==> config.mk <==
export PLATFORM = sky130hd
export DESIGN_NAME = lsb_extractor
export DESIGN_NICKNAME = d
export VERILOG_FILES = /design/src/rtl/lsb_pkg.sv /design/src/rtl/sync_fifo.sv /design/src/rtl/lsb_extractor.sv
export SDC_FILE = /design/constraint.sdc
export NUM_CORES = 1
export LEC_CHECK = 0
export ABC_AREA = 0
export BUFFER_PORTS_ARGS = -buffer_cell sky130_fd_sc_hd__buf_4
export CAP_MARGIN = 20
export CELL_PAD_IN_SITES_DETAIL_PLACEMENT = 0
export CELL_PAD_IN_SITES_GLOBAL_PLACEMENT = 1
export CORE_ASPECT_RATIO = 0.7
export CORE_MARGIN = 4
export CORE_UTILIZATION = 56
export CTS_CLUSTER_DIAMETER = 100
export DETAILED_ROUTE_END_ITERATION = 8
export GPL_ROUTABILITY_DRIVEN = 0
export PLACE_DENSITY = 0.87
export SLEW_MARGIN = 20
export SYNTH_ARGS = -nofsm -noshare
export SYNTH_HDL_FRONTEND = slang
export SYNTH_SLANG_ARGS = --single-unit
==> constraint.sdc <==
create_clock -name clk -period 5.59 [get_ports clk]
set_input_delay 0.559 -clock clk [delete_from_list [all_inputs] [get_ports clk]]
set_output_delay 0.559 -clock clk [all_outputs]
set_load 0.03 [all_outputs]
==> src/rtl/lsb_pkg.sv <==
// Shared framing constants and state encoding for the LSB stego embedder/extractor pair.
`timescale 1ns/1ps
package lsb_pkg;

    localparam int DEF_IMG_WIDTH       = 100;
    localparam int DEF_IMG_HEIGHT      = 100;
    localparam int DEF_BYTES_PER_PIXEL = 3;
    localparam int DEF_TOTAL_BYTES     = DEF_IMG_WIDTH * DEF_IMG_HEIGHT * DEF_BYTES_PER_PIXEL;
    localparam int DEF_FIFO_DEPTH      = 16;

    // End-of-message marker ('.'); it is itself part of the recovered message.
    localparam logic [7:0] TERMINATOR = 8'h2E;

    typedef enum logic [1:0] {
        IDLE    = 2'd0,
        EXTRACT = 2'd1,
        DRAIN   = 2'd2,
        DONE    = 2'd3
    } lsb_state_e;

    // Message length counter holds at all-ones instead of wrapping.
    function automatic logic [15:0] sat_inc16(input logic [15:0] v);
        return (v == 16'hFFFF) ? v : v + 16'd1;
    endfunction

endpackage

==> src/rtl/sync_fifo.sv <==
// Single-clock first-word-fall-through FIFO with synchronous clear.
// Read data reads as zero while empty so the output never shows stale entries.
`timescale 1ns/1ps
module sync_fifo #(
    parameter int WIDTH = 8,
    parameter int DEPTH = 16
) (
    input  logic                     clk,
    input  logic                     reset,
    input  logic                     clear,
    input  logic                     push,
    input  logic [WIDTH-1:0]         wdata,
    input  logic                     pop,
    output logic [WIDTH-1:0]         rdata,
    output logic                     full,
    output logic                     empty,
    output logic [$clog2(DEPTH):0]   count
);
    localparam int AW = $clog2(DEPTH);

    logic [WIDTH-1:0] mem [DEPTH];
    logic [AW:0]      wr_ptr;
    logic [AW:0]      rd_ptr;
    logic             do_push;
    logic             do_pop;

    assign empty   = (wr_ptr == rd_ptr);
    assign full    = (wr_ptr[AW] != rd_ptr[AW]) && (wr_ptr[AW-1:0] == rd_ptr[AW-1:0]);
    assign count   = wr_ptr - rd_ptr;
    assign do_push = push && !full;
    assign do_pop  = pop && !empty;
    assign rdata   = empty ? '0 : mem[rd_ptr[AW-1:0]];

    // Pointer update; clear has priority over any same-cycle push/pop.
    always_ff @(posedge clk or posedge reset) begin
        if (reset) begin
            wr_ptr <= '0;
            rd_ptr <= '0;
        end else if (clear) begin
            wr_ptr <= '0;
            rd_ptr <= '0;
        end else begin
            if (do_push) wr_ptr <= wr_ptr + 1'b1;
            if (do_pop)  rd_ptr <= rd_ptr + 1'b1;
        end
    end

    // Storage write; contents need no reset since pointers gate visibility.
    always_ff @(posedge clk) begin
        if (do_push) mem[wr_ptr[AW-1:0]] <= wdata;
    end

endmodule

==> src/rtl/lsb_extractor.sv <==
// Recovers a hidden message from the LSBs of a stego image byte stream and
// streams the characters out through a FIFO on a valid/ready interface.
//
// state   | meaning
// IDLE    | after reset, waiting for start; no image bytes taken
// EXTRACT | collecting LSBs, pushing a char every 8 accepted bytes
// DRAIN   | message ended (terminator or frame end); emptying the FIFO
// DONE    | FIFO empty; sinking and discarding the rest of the frame
`timescale 1ns/1ps
module lsb_extractor
    import lsb_pkg::*;
#(
    parameter int IMG_WIDTH       = DEF_IMG_WIDTH,
    parameter int IMG_HEIGHT      = DEF_IMG_HEIGHT,
    parameter int BYTES_PER_PIXEL = DEF_BYTES_PER_PIXEL,
    parameter int FIFO_DEPTH      = DEF_FIFO_DEPTH
) (
    input  logic        clk,
    input  logic        reset,
    input  logic        start,
    input  logic        image_valid,
    input  logic [7:0]  image_byte_in,
    output logic        image_ready,
    output logic        out_valid,
    output logic [7:0]  out_data,
    input  logic        out_ready,
    output logic [15:0] msg_len,
    output logic        done,
    output logic        no_term
);
    localparam int TOTAL_BYTES = IMG_WIDTH * IMG_HEIGHT * BYTES_PER_PIXEL;
    localparam int BCW         = $clog2(TOTAL_BYTES + 1);
    localparam int FCW         = $clog2(FIFO_DEPTH) + 1;
    localparam logic [BCW-1:0] FRAME_LEN  = BCW'(TOTAL_BYTES);
    localparam logic [BCW-1:0] FRAME_LAST = BCW'(TOTAL_BYTES - 1);

    lsb_state_e     state;
    lsb_state_e     state_nx;
    logic [2:0]     bit_cnt;
    logic [6:0]     shift;
    logic [BCW-1:0] byte_cnt;
    logic           accept;
    logic           push;
    logic           pop;
    logic [7:0]     push_data;
    logic           fifo_full;
    logic           fifo_empty;
    logic [FCW-1:0] fifo_count;
    logic           set_no_term;
    logic           set_done;
    logic           unused_bits;

    // Only bit 0 of each image byte carries message data.
    assign unused_bits = ^image_byte_in[7:1];

    assign accept    = image_valid && image_ready;
    assign push_data = {image_byte_in[0], shift};
    assign out_valid = !fifo_empty;
    assign pop       = out_valid && out_ready;

    // State register.
    always_ff @(posedge clk or posedge reset) begin
        if (reset) state <= IDLE;
        else       state <= state_nx;
    end

    // Next state, input handshake and char push; start re-arms from any state.
    always_comb begin
        state_nx    = state;
        image_ready = 1'b0;
        push        = 1'b0;
        set_no_term = 1'b0;
        set_done    = 1'b0;
        case (state)
            EXTRACT: begin
                // A full FIFO only blocks the byte that would complete a char.
                image_ready = !((bit_cnt == 3'd7) && fifo_full);
                if (image_valid && image_ready) begin
                    push = (bit_cnt == 3'd7);
                    if (push && (push_data == TERMINATOR)) begin
                        state_nx = DRAIN;
                    end else if (byte_cnt == FRAME_LAST) begin
                        state_nx    = DRAIN;
                        set_no_term = 1'b1;
                    end
                end
            end
            DRAIN: begin
                // Treat the final pop as emptying so done follows it by one cycle.
                if (fifo_empty || (pop && (fifo_count == FCW'(1)))) begin
                    state_nx = DONE;
                    set_done = 1'b1;
                end
            end
            DONE: begin
                image_ready = (byte_cnt < FRAME_LEN);
            end
            default: begin
            end
        endcase
        if (start) begin
            state_nx    = EXTRACT;
            push        = 1'b0;
            set_no_term = 1'b0;
            set_done    = 1'b0;
        end
    end

    // Bit/byte counters, char assembly and message length.
    always_ff @(posedge clk or posedge reset) begin
        if (reset) begin
            bit_cnt  <= '0;
            shift    <= '0;
            byte_cnt <= '0;
            msg_len  <= '0;
        end else if (start) begin
            bit_cnt  <= '0;
            shift    <= '0;
            byte_cnt <= '0;
            msg_len  <= '0;
        end else begin
            if (accept && (byte_cnt != FRAME_LEN)) byte_cnt <= byte_cnt + BCW'(1);
            if (accept && (state == EXTRACT)) begin
                if (bit_cnt != 3'd7) shift[bit_cnt] <= image_byte_in[0];
                bit_cnt <= bit_cnt + 3'd1;
            end
            if (push) msg_len <= sat_inc16(msg_len);
        end
    end

    // Sticky completion flags, cleared only by start or reset.
    always_ff @(posedge clk or posedge reset) begin
        if (reset) begin
            done    <= 1'b0;
            no_term <= 1'b0;
        end else if (start) begin
            done    <= 1'b0;
            no_term <= 1'b0;
        end else begin
            if (set_done)    done    <= 1'b1;
            if (set_no_term) no_term <= 1'b1;
        end
    end

    sync_fifo #(
        .WIDTH (8),
        .DEPTH (FIFO_DEPTH)
    ) u_fifo (
        .clk   (clk),
        .reset (reset),
        .clear (start),
        .push  (push),
        .wdata (push_data),
        .pop   (pop),
        .rdata (out_data),
        .full  (fifo_full),
        .empty (fifo_empty),
        .count (fifo_count)
    );

endmodule
==> run_results.csv <==
group,metric,value,unit
die,fp.dieW,153,microns
power_and_ir_drop,peakVddDrop,0.204,mV
global_routing,grt.busiest_layer,"met1",
finish,diodes,0,
clock_tree,h-tree-depth,4,
finish,layout.nets,622,
die,rows,36,
detailed_routing,totalWireLength,17700,microns
logic_synthesis,syn_area,8240,sq um
logic_synthesis,synth_cell_types,54,
global_routing,grt_use_total,22.4,%
finish,areaGrowthSynthToFinish,12.8,%
status,status,"complete, no violations",
critical_path,cp_data_required_time,5.03,ns
critical_path,endpoint_kind,"output pin",
logic_synthesis,synth_ff_type,"edfxtp_1",
global_routing,grt_pass1_wl,27900,microns
logic_synthesis,syn_inst,554,
critical_path,worst-path-buf-inv,3,
logic_synthesis,synth_edf_count,128,
logic_synthesis,synth_fp_nets,582,
critical_path,slowest_stage,"dfrtp_1",
finish,final_common_cell,"edfxtp_1",
flow_run,cap_violations,0,
clock_tree,cts_tree,"built",
detailed_routing,drtAntennaViolNets,0,
die,ios,41,
critical_path,crit_path_cell_trace,"inv_1 -> ha_1 -> nand4_1 -> nor4b_1 -> buf_4 -> nor2_1 -> and2_1 -> buf_4",
critical_path,r2r_start,"u_fifo.rd_ptr[2]$_DFFE_PP0P_",
finish,drive_above_1_share,21.4,%
die,dieArea,16800,sq um
clock_tree,cts_made_buffers,17,
critical_path,regToRegSetupSlack,2.33,ns
logic_synthesis,ys_seq_elements,183,
power_and_ir_drop,finalPower,2.75,mW
timing,tightest_slew,1.00,ns
critical_path,path_class,"register to output pin",
timing,grt_setup_unrepaired,"no",
global_routing,use_met3,5.00,%
global_routing,overflow,0,
critical_path,start_kind,"register",
die,initial_core_util,58.3,%
die,die_h,110,microns
finish,final_cell_mix,"edfxtp_1, nor2_1, dfrtp_1",
placement,io_buffers,33,
detailed_routing,route.detailed.drc,0,
global_routing,antenna_found_initial,0,
clock_tree,postCtsSetupBuffers,0,
critical_path,cp-startpoint,"u_fifo.rd_ptr[2]$_DFFE_PP0P_",
detailed_routing,dr.first_iter.drc_count,415,
critical_path,worst-path-stages,8,
timing,finalCritPeriodShare,64.6,%
global_routing,grt_pass1_vias,4837,
critical_path,critPathArrivalTime,3.05,ns
detailed_routing,first_pass_iters,5,
finish,fillers,1018,
global_routing,grt_use_met1,34.4,%
detailed_routing,vias,4926,
timing,final_max_slew_viol_count,0,
power_and_ir_drop,leakagePower,3.27,nW
timing,setup_tns,0,ns
global_routing,gr-usage-met2,32.9,%
timing,layout_min_cycle_time,3.61,ns
critical_path,crit_fanout,11,
detailed_routing,via_per_inst,6.18,
detailed_routing,avgRoutedWirePerCell,22.3,microns
critical_path,max_stage_delay,0.72,ns
worst_hold_path,hp-class,"primary input to async pin",
clock_tree,hold_buffers,0,
critical_path,ff2ff_path_depth,6,
logic_synthesis,syn_avg_cell_area,14.9,sq um
power_and_ir_drop,pwr_density_cell,296,nW/um^2
timing,skew,0.0178,ns
clock_tree,cts_root_buf,"clkbuf_16",
timing,setup_viol,0,
timing,hold_violations,0,
logic_synthesis,ys_seq_area_share,63.3,%
clock_tree,cts_buffer_depth,2,
logic_synthesis,synth-async-reset-ratio,30.1,%
logic_synthesis,yosysWarnings,0,
timing,relSlewSlack,33.0,%
timing,whs,0.335,ns
clock_tree,clock_latency,0.44,ns
global_routing,grt_max_degree,70,
clock_tree,ctsResizeCount,0,
critical_path,critPathTopFamily,"simple AND/OR/NAND/NOR gates",
die,core-area,14100,sq um
timing,max_freq,277,MHz
placement,dpl.hpwl,11300,microns
clock_tree,clkTransAtPathRegs,0.07,ns
critical_path,cp_common_cell,"buf_4",
clock_tree,cts.sinks,183,
-- cells by family after synthesis --
kind of cell | Yosys count | share of synthesized area [%]
DFF | 183 | 63.3
AOI/OAI and AO/OA | 47 | 4.01
adders and majority gates | 15 | 2.37
muxes | 55 | 12.8
xor gates and xnor gates | 27 | 2.96
and+or+nand+nor | 185 | 12.2
buffers and inverters | 42 | 2.28
-- cells in the mapped netlist, types with 2 or more instances --
| cell | count | area [sq um] |
|---|---|---|
| nand4_1 | 18 | 113 |
| mux4_2 | 40 | 901 |
| buf_1 | 4 | 15.0 |
| nor3b_1 | 2 | 15.0 |
| o2111ai_1 | 2 | 17.5 |
| nor4_1 | 9 | 56.3 |
| nor4b_1 | 5 | 43.8 |
| o21ai_0 | 8 | 40.0 |
| or4_1 | 8 | 60.1 |
| nor2_1 | 54 | 203 |
| buf_6 | 2 | 22.5 |
| and2_1 | 20 | 125 |
| buf_4 | 3 | 22.5 |
| ha_1 | 14 | 175 |
| nand2b_1 | 3 | 18.8 |
| or3_1 | 4 | 25.0 |
| nor2b_1 | 7 | 43.8 |
| inv_1 | 20 | 75.1 |
| edfxtp_1 | 128 | 3840 |
| and4_1 | 4 | 35.0 |
| nand2_1 | 21 | 78.8 |
| xor2_1 | 7 | 61.3 |
| nor3_1 | 7 | 35.0 |
| dfrtp_1 | 55 | 1380 |
| clkbuf_1 | 9 | 33.8 |
| nand3b_1 | 5 | 37.5 |
| xnor2_1 | 19 | 166 |
| o31ai_1 | 4 | 30.0 |
| and3_1 | 5 | 31.3 |
| mux2i_1 | 11 | 110 |
| a31o_2 | 2 | 17.5 |
| a21oi_1 | 20 | 100 |
| nand3_1 | 7 | 35.0 |
| buf_2 | 3 | 15.0 |
| o21ai_2 | 2 | 17.5 |
| mux2_2 | 4 | 45.0 |
-- worst paths after layout --
| kind | to |
|---|---|
| min in group clk | u_fifo.mem[15][7]$_DFFE_PP_ |
| max reg2reg | u_fifo.mem[10][2]$_DFFE_PP_ |
| max in group asynchronous | u_fifo.rd_ptr[0]$_DFFE_PP0P_ |
| min reg2reg | no_term$_DFFE_PP0P_ |
| max | image_ready |
| min | byte_cnt[1]$_DFFE_PP0P_ |
-- state kept, by name, summed over array words and instances, names as in the netlist --
name / flops
state: 2
u_fifo.rd_ptr: 5
no_term: 1
shift: 7
u_fifo.mem: 128
u_fifo.wr_ptr: 5
done: 1
byte_cnt: 15
bit_cnt: 3
msg_len: 16
-- tightest hold or removal path: stages --
cell and delay, ns:
buf_4 0.11, inv_2 0.03, buf_4 0.57
-- layout make-up --
class                           count  area [sq um]  share of cell area [%]
Inverter                           21          78.8                   0.848
Timing Repair Buffer               42           315                    3.39
Multi-Input combinational cell    329          2840                    30.5
Sequential cell                   183          5220                    56.1
Tap cell                          190           238                    2.56
Clock inverter                     14           183                    1.96
Clock buffer                       18           429                    4.61
-- routing by layer --
layer | wire (microns) | vias to the layer above
li1 | - | 2203
met1 | 8060 | 2531
met2 | 8190 | 181
met5 | 0 | -
met4 | 157 | 0
met3 | 1330 | 11
-- metrics by stage --
step,cells,instance area [sq um],worst slack (ns),util (%)
6_report,797,9300,1.98,65.8
5_1_grt,797,9300,1.81,65.8
4_1_cts,797,9300,1.97,65.8
3_5_place_dp,765,8690,2.41,61.4
3_3_place_gp,765,8690,2.48,61.4
2_1_floorplan,554,8240,2.63,-
-- power breakdown --
group / switching [mW] / leakage [nW] / internal, mW
sequential: 0.0116 / 1.87 / 1.45
combinational: 0.0298 / 1.10 / 0.0135
clock: 0.530 / 0.295 / 0.715
(Power assumes the default switching activity.)
